`src/rtl/uart_rx_pkg.sv`:
```
// Shared types and constants for the UART receive controller.
package uart_rx_pkg;

  // Receive FSM states.
  typedef enum logic [2:0] {
    S_IDLE   = 3'd0,
    S_START  = 3'd1,
    S_DATA   = 3'd2,
    S_PARITY = 3'd3,
    S_STOP   = 3'd4
  } rx_state_e;

  // Supported oversampling ratios.
  localparam int PRESCALE_X8  = 8;
  localparam int PRESCALE_X16 = 16;
  localparam int PRESCALE_X32 = 32;

  // The sampler's registered majority bit is stable this many edges past mid-bit.
  localparam int CHK_OFFSET = 2;

endpackage

```
`src/rtl/uart_rx_edge_bit_counter.sv`:
```
// Oversample edge counter and data-bit counter for the UART receive path.
module uart_rx_edge_bit_counter #(
  parameter int PRESCALE_W = 6
) (
  input  logic                  i_clk,
  input  logic                  i_rst,
  input  logic                  i_en,
  input  logic                  i_clr,
  input  logic                  i_bit_clr,
  input  logic                  i_bit_en,
  input  logic [PRESCALE_W-1:0] i_last,
  output logic [PRESCALE_W-1:0] o_edge_cnt,
  output logic [3:0]            o_bit_cnt,
  output logic                  o_wrap
);

  logic [PRESCALE_W-1:0] r_edge_cnt;
  logic [3:0]            r_bit_cnt;
  logic                  w_wrap;

  assign w_wrap     = i_en && (r_edge_cnt == i_last);
  assign o_edge_cnt = r_edge_cnt;
  assign o_bit_cnt  = r_bit_cnt;
  assign o_wrap     = w_wrap;

  // Edge counter runs while enabled and wraps at the last oversample; bit counter steps on each wrap.
  always_ff @(posedge i_clk) begin
    if (i_rst || i_clr) begin
      r_edge_cnt <= '0;
      r_bit_cnt  <= '0;
    end else if (i_en) begin
      r_edge_cnt <= w_wrap ? '0 : r_edge_cnt + PRESCALE_W'(1);
      if (i_bit_clr) begin
        r_bit_cnt <= '0;
      end else if (i_bit_en && w_wrap) begin
        r_bit_cnt <= r_bit_cnt + 4'd1;
      end
    end
  end

endmodule

```
`src/rtl/uart_rx_fsm.sv`:
```
// UART receive controller: start detection, bit sequencing, checker enables and frame qualification.
module uart_rx_fsm
  import uart_rx_pkg::*;
#(
  parameter int DATA_WIDTH = 8,
  parameter int PRESCALE_W = 6
) (
  input  logic                  CLK,
  input  logic                  RST,
  input  logic                  RX_IN,
  input  logic [PRESCALE_W-1:0] PRESCALE,
  input  logic                  PAR_EN,
  input  logic                  STRT_GLITCH,
  input  logic                  PAR_ERR,
  input  logic                  STP_ERR,
  output logic [PRESCALE_W-1:0] EDGE_CNT,
  output logic [3:0]            BIT_CNT,
  output logic                  DAT_SAMP_EN,
  output logic                  STRT_CHK_EN,
  output logic                  DESER_EN,
  output logic                  PAR_CHK_EN,
  output logic                  STP_CHK_EN,
  output logic                  DATA_VALID
);

  rx_state_e             r_state;
  rx_state_e             w_next;
  logic                  r_par_en;
  logic                  r_data_valid;

  logic [PRESCALE_W-1:0] w_last;
  logic [PRESCALE_W-1:0] w_chk;
  logic [PRESCALE_W-1:0] w_edge_cnt;
  logic [3:0]            w_bit_cnt;
  logic                  w_wrap;
  logic                  w_at_chk;
  logic                  w_last_bit;
  logic                  w_cnt_en;
  logic                  w_cnt_clr;
  logic                  w_bit_clr;
  logic                  w_bit_en;
  logic                  w_strt_chk_en;
  logic                  w_deser_en;
  logic                  w_par_chk_en;
  logic                  w_stp_chk_en;
  logic                  w_frame_good;

  assign w_last     = PRESCALE - PRESCALE_W'(1);
  assign w_chk      = (PRESCALE >> 1) + PRESCALE_W'(CHK_OFFSET);
  assign w_at_chk   = (w_edge_cnt == w_chk);
  assign w_last_bit = (w_bit_cnt == 4'(DATA_WIDTH - 1));
  assign w_cnt_en   = (r_state != S_IDLE);
  assign w_cnt_clr  = (r_state == S_IDLE);
  assign w_bit_en   = (r_state == S_DATA);

  // Parity errors only count when the frame was started with parity enabled.
  assign w_frame_good = !STP_ERR && !(r_par_en && PAR_ERR);

  uart_rx_edge_bit_counter #(
    .PRESCALE_W (PRESCALE_W)
  ) u_counter (
    .i_clk      (CLK),
    .i_rst      (RST),
    .i_en       (w_cnt_en),
    .i_clr      (w_cnt_clr),
    .i_bit_clr  (w_bit_clr),
    .i_bit_en   (w_bit_en),
    .i_last     (w_last),
    .o_edge_cnt (w_edge_cnt),
    .o_bit_cnt  (w_bit_cnt),
    .o_wrap     (w_wrap)
  );

  // State register.
  always_ff @(posedge CLK) begin
    if (RST) begin
      r_state <= S_IDLE;
    end else begin
      r_state <= w_next;
    end
  end

  // Capture PAR_EN at frame start and register DATA_VALID on the final STOP edge.
  always_ff @(posedge CLK) begin
    if (RST) begin
      r_par_en     <= 1'b0;
      r_data_valid <= 1'b0;
    end else begin
      if ((r_state == S_IDLE) && !RX_IN) begin
        r_par_en <= PAR_EN;
      end
      r_data_valid <= (r_state == S_STOP) && w_wrap && w_frame_good;
    end
  end

  // Next-state and single-cycle enable decode; each enable fires at the check edge of its bit.
  always_comb begin
    w_next        = r_state;
    w_bit_clr     = 1'b0;
    w_strt_chk_en = 1'b0;
    w_deser_en    = 1'b0;
    w_par_chk_en  = 1'b0;
    w_stp_chk_en  = 1'b0;
    case (r_state)
      S_IDLE: begin
        if (!RX_IN) begin
          w_next = S_START;
        end
      end
      S_START: begin
        w_strt_chk_en = w_at_chk;
        if (w_wrap) begin
          if (STRT_GLITCH) begin
            w_next = S_IDLE;
          end else begin
            w_next    = S_DATA;
            w_bit_clr = 1'b1;
          end
        end
      end
      S_DATA: begin
        w_deser_en = w_at_chk;
        if (w_wrap && w_last_bit) begin
          w_next = r_par_en ? S_PARITY : S_STOP;
        end
      end
      S_PARITY: begin
        w_par_chk_en = w_at_chk;
        if (w_wrap) begin
          w_next = S_STOP;
        end
      end
      S_STOP: begin
        w_stp_chk_en = w_at_chk;
        if (w_wrap) begin
          w_next = S_IDLE;
        end
      end
      default: begin
        w_next = S_IDLE;
      end
    endcase
  end

  assign EDGE_CNT    = w_edge_cnt;
  assign BIT_CNT     = w_bit_cnt;
  assign DAT_SAMP_EN = (r_state != S_IDLE);
  assign STRT_CHK_EN = w_strt_chk_en;
  assign DESER_EN    = w_deser_en;
  assign PAR_CHK_EN  = w_par_chk_en;
  assign STP_CHK_EN  = w_stp_chk_en;
  assign DATA_VALID  = r_data_valid;

endmodule
```
`config.mk`:
```
export PLATFORM = sky130hd
export DESIGN_NAME = uart_rx_fsm
export DESIGN_NICKNAME = d
export VERILOG_FILES = /design/src/rtl/uart_rx_pkg.sv /design/src/rtl/uart_rx_edge_bit_counter.sv /design/src/rtl/uart_rx_fsm.sv
export SDC_FILE = /design/constraint.sdc
export NUM_CORES = 1
export LEC_CHECK = 0
export CAP_MARGIN = 10
export CORE_MARGIN = 2
export CORE_UTILIZATION = 44
export DETAILED_ROUTE_END_ITERATION = 7
export PLACE_DENSITY_LB_ADDON = 0.2
export SETUP_SLACK_MARGIN = 0.02
export SYNTH_ARGS = -nofsm -noshare
export SYNTH_HDL_FRONTEND = slang
export SYNTH_SLANG_ARGS = --single-unit
```
`constraint.sdc`:
```
create_clock -name CLK -period 3.15 [get_ports CLK]
set_clock_uncertainty 0.2 [all_clocks]
set_input_delay 0.945 -clock CLK [delete_from_list [all_inputs] [get_ports CLK]]
set_output_delay 0.945 -clock CLK [all_outputs]
set_load 0.1 [all_outputs]
```
==> reports/qor.txt, run 1 <==
Slowest Stage Delay on Critical Path - 230 ps
crit end category - primary output
Flop pwr share - 0.438
Synth Instances - 142
Avg Cell Area, Syn - 8.18 um2
sequential area share after synthesis - 0.259
DRC - 0
Crit Path Category - primary input to primary output
area occupied by registers - 300 um2
# diodes - 0
dpl hpwl - 2280 um
flops & latches, synth - 15
vias in the first global route - 1,138
Setup TNS - -1090 ps
mapped cell area - 1160 um2
most frequent cells in the layout - 34 x buf_4, 15 x dfxtp_1, 11 x nor2_1
final hold viol count - 0
reg2reg path depth - 7
switching power - 0.000154 W
filler cell count - 200
worst flop-to-flop path startpoint - u_counter.o_edge_cnt[3]$_SDFFE_PP0P_
CP delay by family, top - compound AO/OA/AOI/OAI gates
initial antenna violation count - 0
setup-violating endpoint count in the final report - 4
post-synth top area cell - dfxtp_1
row count - 18
worst rel slew slack - 0.555
ys async rst share - 0
die width - 55.4 um
Vias/cell - 5.50
fmax - 291 MHz
most common cell after layout, fill and taps aside - buf_4
pin slew with the least headroom to its limit - 666 ps
status - finished with violations
max-slew violations - 0
CTS clock-pin slew for the worst setup and hold paths - 80 ps
max-cap check violation count - 0
unrepaired setup endpoints after global routing - true
Synth top area share - 0.259
synth top area cells - dfxtp_1 26%, xnor2_1 6.8%, xor2_1 6.8%
nets - 208
CP max stage cell - o211a_1
DRT Pass-1 Iters - 4
Skew-Pair Late Insertion Delay - 290 ps
RD Place Congestion - 0.847
worst path bufs/invs - 2
failing checks - setup timing
CP Cell Sequence - buf_8 -> ha_4 -> xor2_2 -> and3_1 -> o21a_1 -> o211a_1 -> and3_4 -> buf_12
Starting DRT DRC Count - 27
leak pwr - 0.718 nW
aggregate global routing overflow - 0
Post-DRT Antenna Nets - 0
VDD IR-drop max - 0.269 mV
HP Class - flop to flop
Synth cell types - 46
Die Y - 55.4 um
Max clock buf depth - 2
Critical Path Source Type - primary input
reg-to-reg slack, setup - 1120 ps
largest net degree at the start of global routing - 13
root buffer cell - clkbuf_4
footprint of the multi-input gates - 871 um2
data arrival time of the critical path - 2290 ps
routed len/inst - 13.3 um
worst path required time - 2000 ps
synth-to-layout area growth - 48.3%
CTS H-tree depth - 1
Crit Path Max Fanout - 3
CTS sink cnt - 15
# port buffers - 28
detailed-route via count - 1,200
Post-synth top flop - dfxtp_1
Clk network pwr share - 0.243
switching part of the total power - 0.332
Ports - 29
reg-to-reg endpoint - u_counter.o_bit_cnt[2]$_SDFFE_PP0P_
post-synth net total - 161
GRT Total Usage - 0.202
Initial Util - 0.464
first-pass GRT wire length - 4990 um
ratio of final minimum period to clock period - 1.09
cell area power density - 268 nW/um2
P_int - 0.000308 W
final worst setup slack - -286 ps
share of post-route cells with drive strength above 1 - 0.330
core box area - 2500 um2
Warnings, synthesis - 0
Comb pwr share - 0.319
WHS Path Cells - 2
Hold Startpoint - u_counter.o_bit_cnt[3]$_SDFFE_PP0P_
minimum clock period - 3440 ps
drt total wl - 2900 um
fin util - 0.689
full die area - 3070 um2
TritonCTS buffer count - 3
WHS Endpoint - u_counter.o_bit_cnt[3]$_SDFFE_PP0P_
EDFF count, synth - 0
CTS tree - done
-- kinds of logic after synthesis --
group / count (synthesis) / synth area share
muxes: 2 / 0.0183
and+or+nand+nor: 61 / 0.283
AOI/OAI and AO/OA: 25 / 0.169
buffers and inverters: 14 / 0.0560
adders and majority gates: 6 / 0.0647
DFF: 15 / 0.259
xor gates and xnor gates: 19 / 0.150
-- state kept, by name, summed over array words and instances (netlist names) --
register / count
u_counter.o_edge_cnt: 6
DATA_VALID: 1
r_par_en: 1
u_counter.o_bit_cnt: 4
r_state: 3
-- what timing repair did --
action	in CTS	in global routing
gates resized for setup	24	0
pin swaps	7	1
buffers inserted	2	0
hold buffers	0	0
setup endpoints to repair	4	4
-- stage by stage --
stage          hold slack (ps)  setup slack (ps)  total power (W)  instance area [um2]  instances
2_1_floorplan              300              -367         0.000294                 1210        142
3_3_place_gp               299              -807         0.000344                 1640        212
3_5_place_dp               298              -858         0.000348                 1640        212
4_1_cts                    321              -282         0.000464                 1720        218
5_1_grt                    360              -335         0.000486                 1720        218
6_report                   317              -286         0.000462                 1720        218
-- how the worst max path moves through the flow --
stage                   to  slack [ps]   startpoint  cells past startpoint
6_report       STRT_CHK_EN        -290  PRESCALE[2]                      8
5_1_grt        STRT_CHK_EN        -330  PRESCALE[2]                      8
4_1_cts        STRT_CHK_EN        -280  PRESCALE[2]                      8
3_5_place_dp    STP_CHK_EN        -860  PRESCALE[2]                      8
3_3_place_gp    STP_CHK_EN        -810  PRESCALE[2]                      8
2_1_floorplan     DESER_EN        -370  PRESCALE[2]                      7
-- synthesized netlist by cell type, types with 3 or more instances --
library cell	instances
nor3_1	10
nand2_1	7
nand3_1	5
nand2b_1	3
a21oi_1	4
buf_2	3
dfxtp_1	15
ha_1	6
nor2_1	13
xor2_1	9
xnor2_1	9
and3_1	6
inv_1	6
nand4_1	4
-- cell type report --
type,instances,area share
multi-input combinational,113,0.506
timing repair buffer,50,0.268
sequential,15,0.174
tap,30,0.0218
clock buffer,4,0.0153
inverter,6,0.0145
-- routing by layer --
metal | share of wire | GRT usage
met1 | 0.46 | 0.274
met2 | 0.45 | 0.313
met3 | 0.059 | 0.0375
met4 | 0.025 | 0.0871
met5 | 0 | 0
-- power by group through the flow --
stage               registers [W]  logic [W]  clock network, W
floorplan                0.000212  0.0000822                 0
CTS                      0.000203   0.000147          0.000114
global placement         0.000206   0.000137                 0
detailed placement       0.000207   0.000141                 0
global route             0.000204   0.000159          0.000123
finish                   0.000202   0.000147          0.000112
-- tightest hold or removal path: stages (launching register included) --
cell and delay (ps):
dfxtp_1 350, o41ai_1 70, a21oi_1 60
Power figures use the tool's default switching activity.
==> run 2: changes to the inputs <==
--- a/config.mk
+++ b/config.mk
@@ -7,7 +7,7 @@
 export LEC_CHECK = 0
 export CAP_MARGIN = 10
 export CORE_MARGIN = 2
-export CORE_UTILIZATION = 44
+export CORE_UTILIZATION = 49
 export DETAILED_ROUTE_END_ITERATION = 7
 export PLACE_DENSITY_LB_ADDON = 0.2
 export SETUP_SLACK_MARGIN = 0.02
==> constraint.sdc (replaced) <==
create_clock -name CLK -period 3.65 [get_ports CLK]
set_clock_uncertainty 0.2 [all_clocks]
set_input_delay 1.095 -clock CLK [delete_from_list [all_inputs] [get_ports CLK]]
set_output_delay 1.095 -clock CLK [all_outputs]
set_load 0.1 [all_outputs]
==> run 2 against run 1 <==
  * The flow still finishes with violations (setup timing)
  * Global-route usage increased by 3.8 points
  * Sequential power decreased by 13%
  * Critical path depth unchanged
  * Total power decreased by 15%
  * Largest power group unchanged
==> reports/qor.txt, run 2 (synthesis gave the netlist of run 1 again) <==
ratio of final minimum period to clock period - 1.03
Ports - 29 (unchanged)
crit end category - primary output
Critical Path Source Type - primary input
GRT Total Usage - 0.240 (+0.0375)
fmax - 267 MHz
final hold viol count - 0 (unchanged)
switching power - 0.000130 W (-15%)
Largest register FFs - 6 (unchanged)
# port buffers - 28 (unchanged)
CP max stage cell - o211a_1
DRC - 0 (unchanged)
most frequent cells in the layout - 24 x buf_4, 15 x dfxtp_1, 11 x nor2_1
Comb pwr share - 0.310 (-0.009)
aggregate global routing overflow - 0 (unchanged)
final worst setup slack - -101 ps (+185 ps)
worst path bufs/invs - 2 (unchanged)
max-slew violations - 0 (unchanged)
filler cell count - 177 (-12%)
HP Class - flop to flop
Die Y - 52.7 um (-4.9%)
worst rel slew slack - 0.519 (-0.0355)
largest net degree at the start of global routing - 13 (unchanged)
dpl hpwl - 2270 um (-0.45%)
failing checks - setup timing
synth-to-layout area growth - 44.2%
CTS tree - done
pin slew with the least headroom to its limit - 720 ps (+53.2 ps)
CTS clock-pin slew for the worst setup and hold paths - 80 ps (about the same)
Clk network pwr share - 0.242 (about the same)
detailed-route via count - 1,202 (+0.17%)
drt total wl - 3030 um (+4.6%)
vias in the first global route - 1,076 (-5.4%)
CTS sink cnt - 15 (unchanged)
status - finished with violations
leak pwr - 0.675 nW (-5.9%)
core box area - 2230 um2 (-11%)
CP Cell Sequence - buf_8 -> ha_4 -> xor2_4 -> and3_4 -> o21a_1 -> o211a_1 -> and3_4 -> buf_12
cell area power density - 233 nW/um2 (-13%)
Vias/cell - 5.83 (+6.0%)
pre-CTS WS - -689 ps (+169 ps)
switching part of the total power - 0.334 (+0.00135)
Crit Path Max Fanout - 3 (unchanged)
nets - 198 (-4.8%)
CTS H-tree depth - 1 (unchanged)
cts-stage hold buffer count - 0 (unchanged)
Post-DP Area - 1550 um2 (-5.2%)
DRT Pass-1 Iters - 4 (unchanged)
root buffer cell - clkbuf_4
placed cell count - 199 (-6.1%)
share of post-route cells with drive strength above 1 - 0.303 (-0.0264)
minimum clock period - 3750 ps
CP delay by family, top - compound AO/OA/AOI/OAI gates
VDD IR-drop max - 0.287 mV (+6.9%)
Skew-Pair Late Insertion Delay - 280 ps (about the same)
row count - 17 (-1)
CP most frequent cell - and3_4
Crit Path Category - primary input to primary output
Starting DRT DRC Count - 62 (+130%)
setup-violating endpoint count in the final report - 4 (unchanged)
routed len/inst - 14.7 um (+11%)
Initial Util - 0.520 (+0.0554)
most common cell after layout, fill and taps aside - buf_4
TritonCTS buffer count - 3 (unchanged)
Flop pwr share - 0.448 (+0.010)
full die area - 2780 um2 (-9.5%)
P_int - 0.000260 W (-16%)
initial antenna violation count - 0 (unchanged)
# diodes - 0 (unchanged)
design area - 1670 um2 (-2.8%)
worst path required time - 2350 ps (+350 ps)
RD Place Congestion - 0.913 (+7.8%)
Post-DRT Antenna Nets - 0 (unchanged)
Slowest Stage Delay on Critical Path - 230 ps (about the same)
data arrival time of the critical path - 2460 ps (+170 ps)
die width - 52.7 um (-4.9%)
Max clock buf depth - 2 (unchanged)
max-cap check violation count - 0 (unchanged)
post-route insts no fill - 206 (-5.5%)
first-pass GRT wire length - 4870 um (-2.3%)
unrepaired setup endpoints after global routing - true
run 2: changes by cell type in the layout (fill, tap and decap cells not counted):
cell and delta:
nor3_4 +1, xor2_4 +1, nor3_2 -1, buf_4 -10
and3_4 +1, and3_1 -1, xor2_1 -1
run 2: power groups by stage:
stage	Sequential (W)	Clock (W)	Combinational, W
2_1_floorplan	0.000183	0	0.0000710
3_3_place_gp	0.000178	0	0.000109
3_5_place_dp	0.000179	0	0.000112
4_1_cts	0.000175	0.0000966	0.000118
5_1_grt	0.000176	0.000110	0.000129
6_report	0.000175	0.0000945	0.000121
run 2: layout make-up:
type	instances	area, um2	area share
Tap cell	28	35.0	0.0209
Sequential cell	15	300	0.179
Clock buffer	4	26.3	0.0157
Multi-Input combinational cell	113	901	0.538
Inverter	6	25.0	0.0149
Timing Repair Buffer	40	387	0.231
run 2: repair_timing:
action	CTS	global route
pin swaps	7	3
setup endpoints to repair	4	4
resized for setup	24	4
gates cloned	0	0
buffers inserted	3	0
run 2: tightest hold or removal path, cell delays in order, from the launching register on:
cell and delay [ps]:
dfxtp_1 350, o41ai_1 90, a21oi_1 60
run 2: path summary, 6_finish.rpt:
check	startpoint	end	slack (ps)	cells after the start
max	PRESCALE[3]	STRT_CHK_EN	-100	8
min	u_counter.o_bit_cnt[3]$_SDFFE_PP0P_	u_counter.o_bit_cnt[3]$_SDFFE_PP0P_	350	2
max reg2reg	u_counter.o_edge_cnt[3]$_SDFFE_PP0P_	r_state[2]$_SDFFE_PP0P_	1490	5
min reg2reg	u_counter.o_bit_cnt[3]$_SDFFE_PP0P_	u_counter.o_bit_cnt[3]$_SDFFE_PP0P_	350	2
run 2: metal layers:
metal / global-route usage / vias up / share of wire
li1: - / 593 / -
met1: 0.323 / 549 / 0.44
met2: 0.398 / 56 / 0.48
met3: 0.0343 / 4 / 0.069
met4: 0.0641 / 0 / 0.0069
met5: 0 / - / 0
run 2: metrics by stage:
step	setup TNS, ps	hold slack (ps)	power [W]	util
finish	-392	347	0.000391	0.750
detailed placement	-2720	304	0.000291	0.695
CTS	-254	349	0.000390	0.736
global placement	-2430	301	0.000288	0.695
global route	-538	378	0.000416	0.750
floorplan	-335	300	0.000254	-
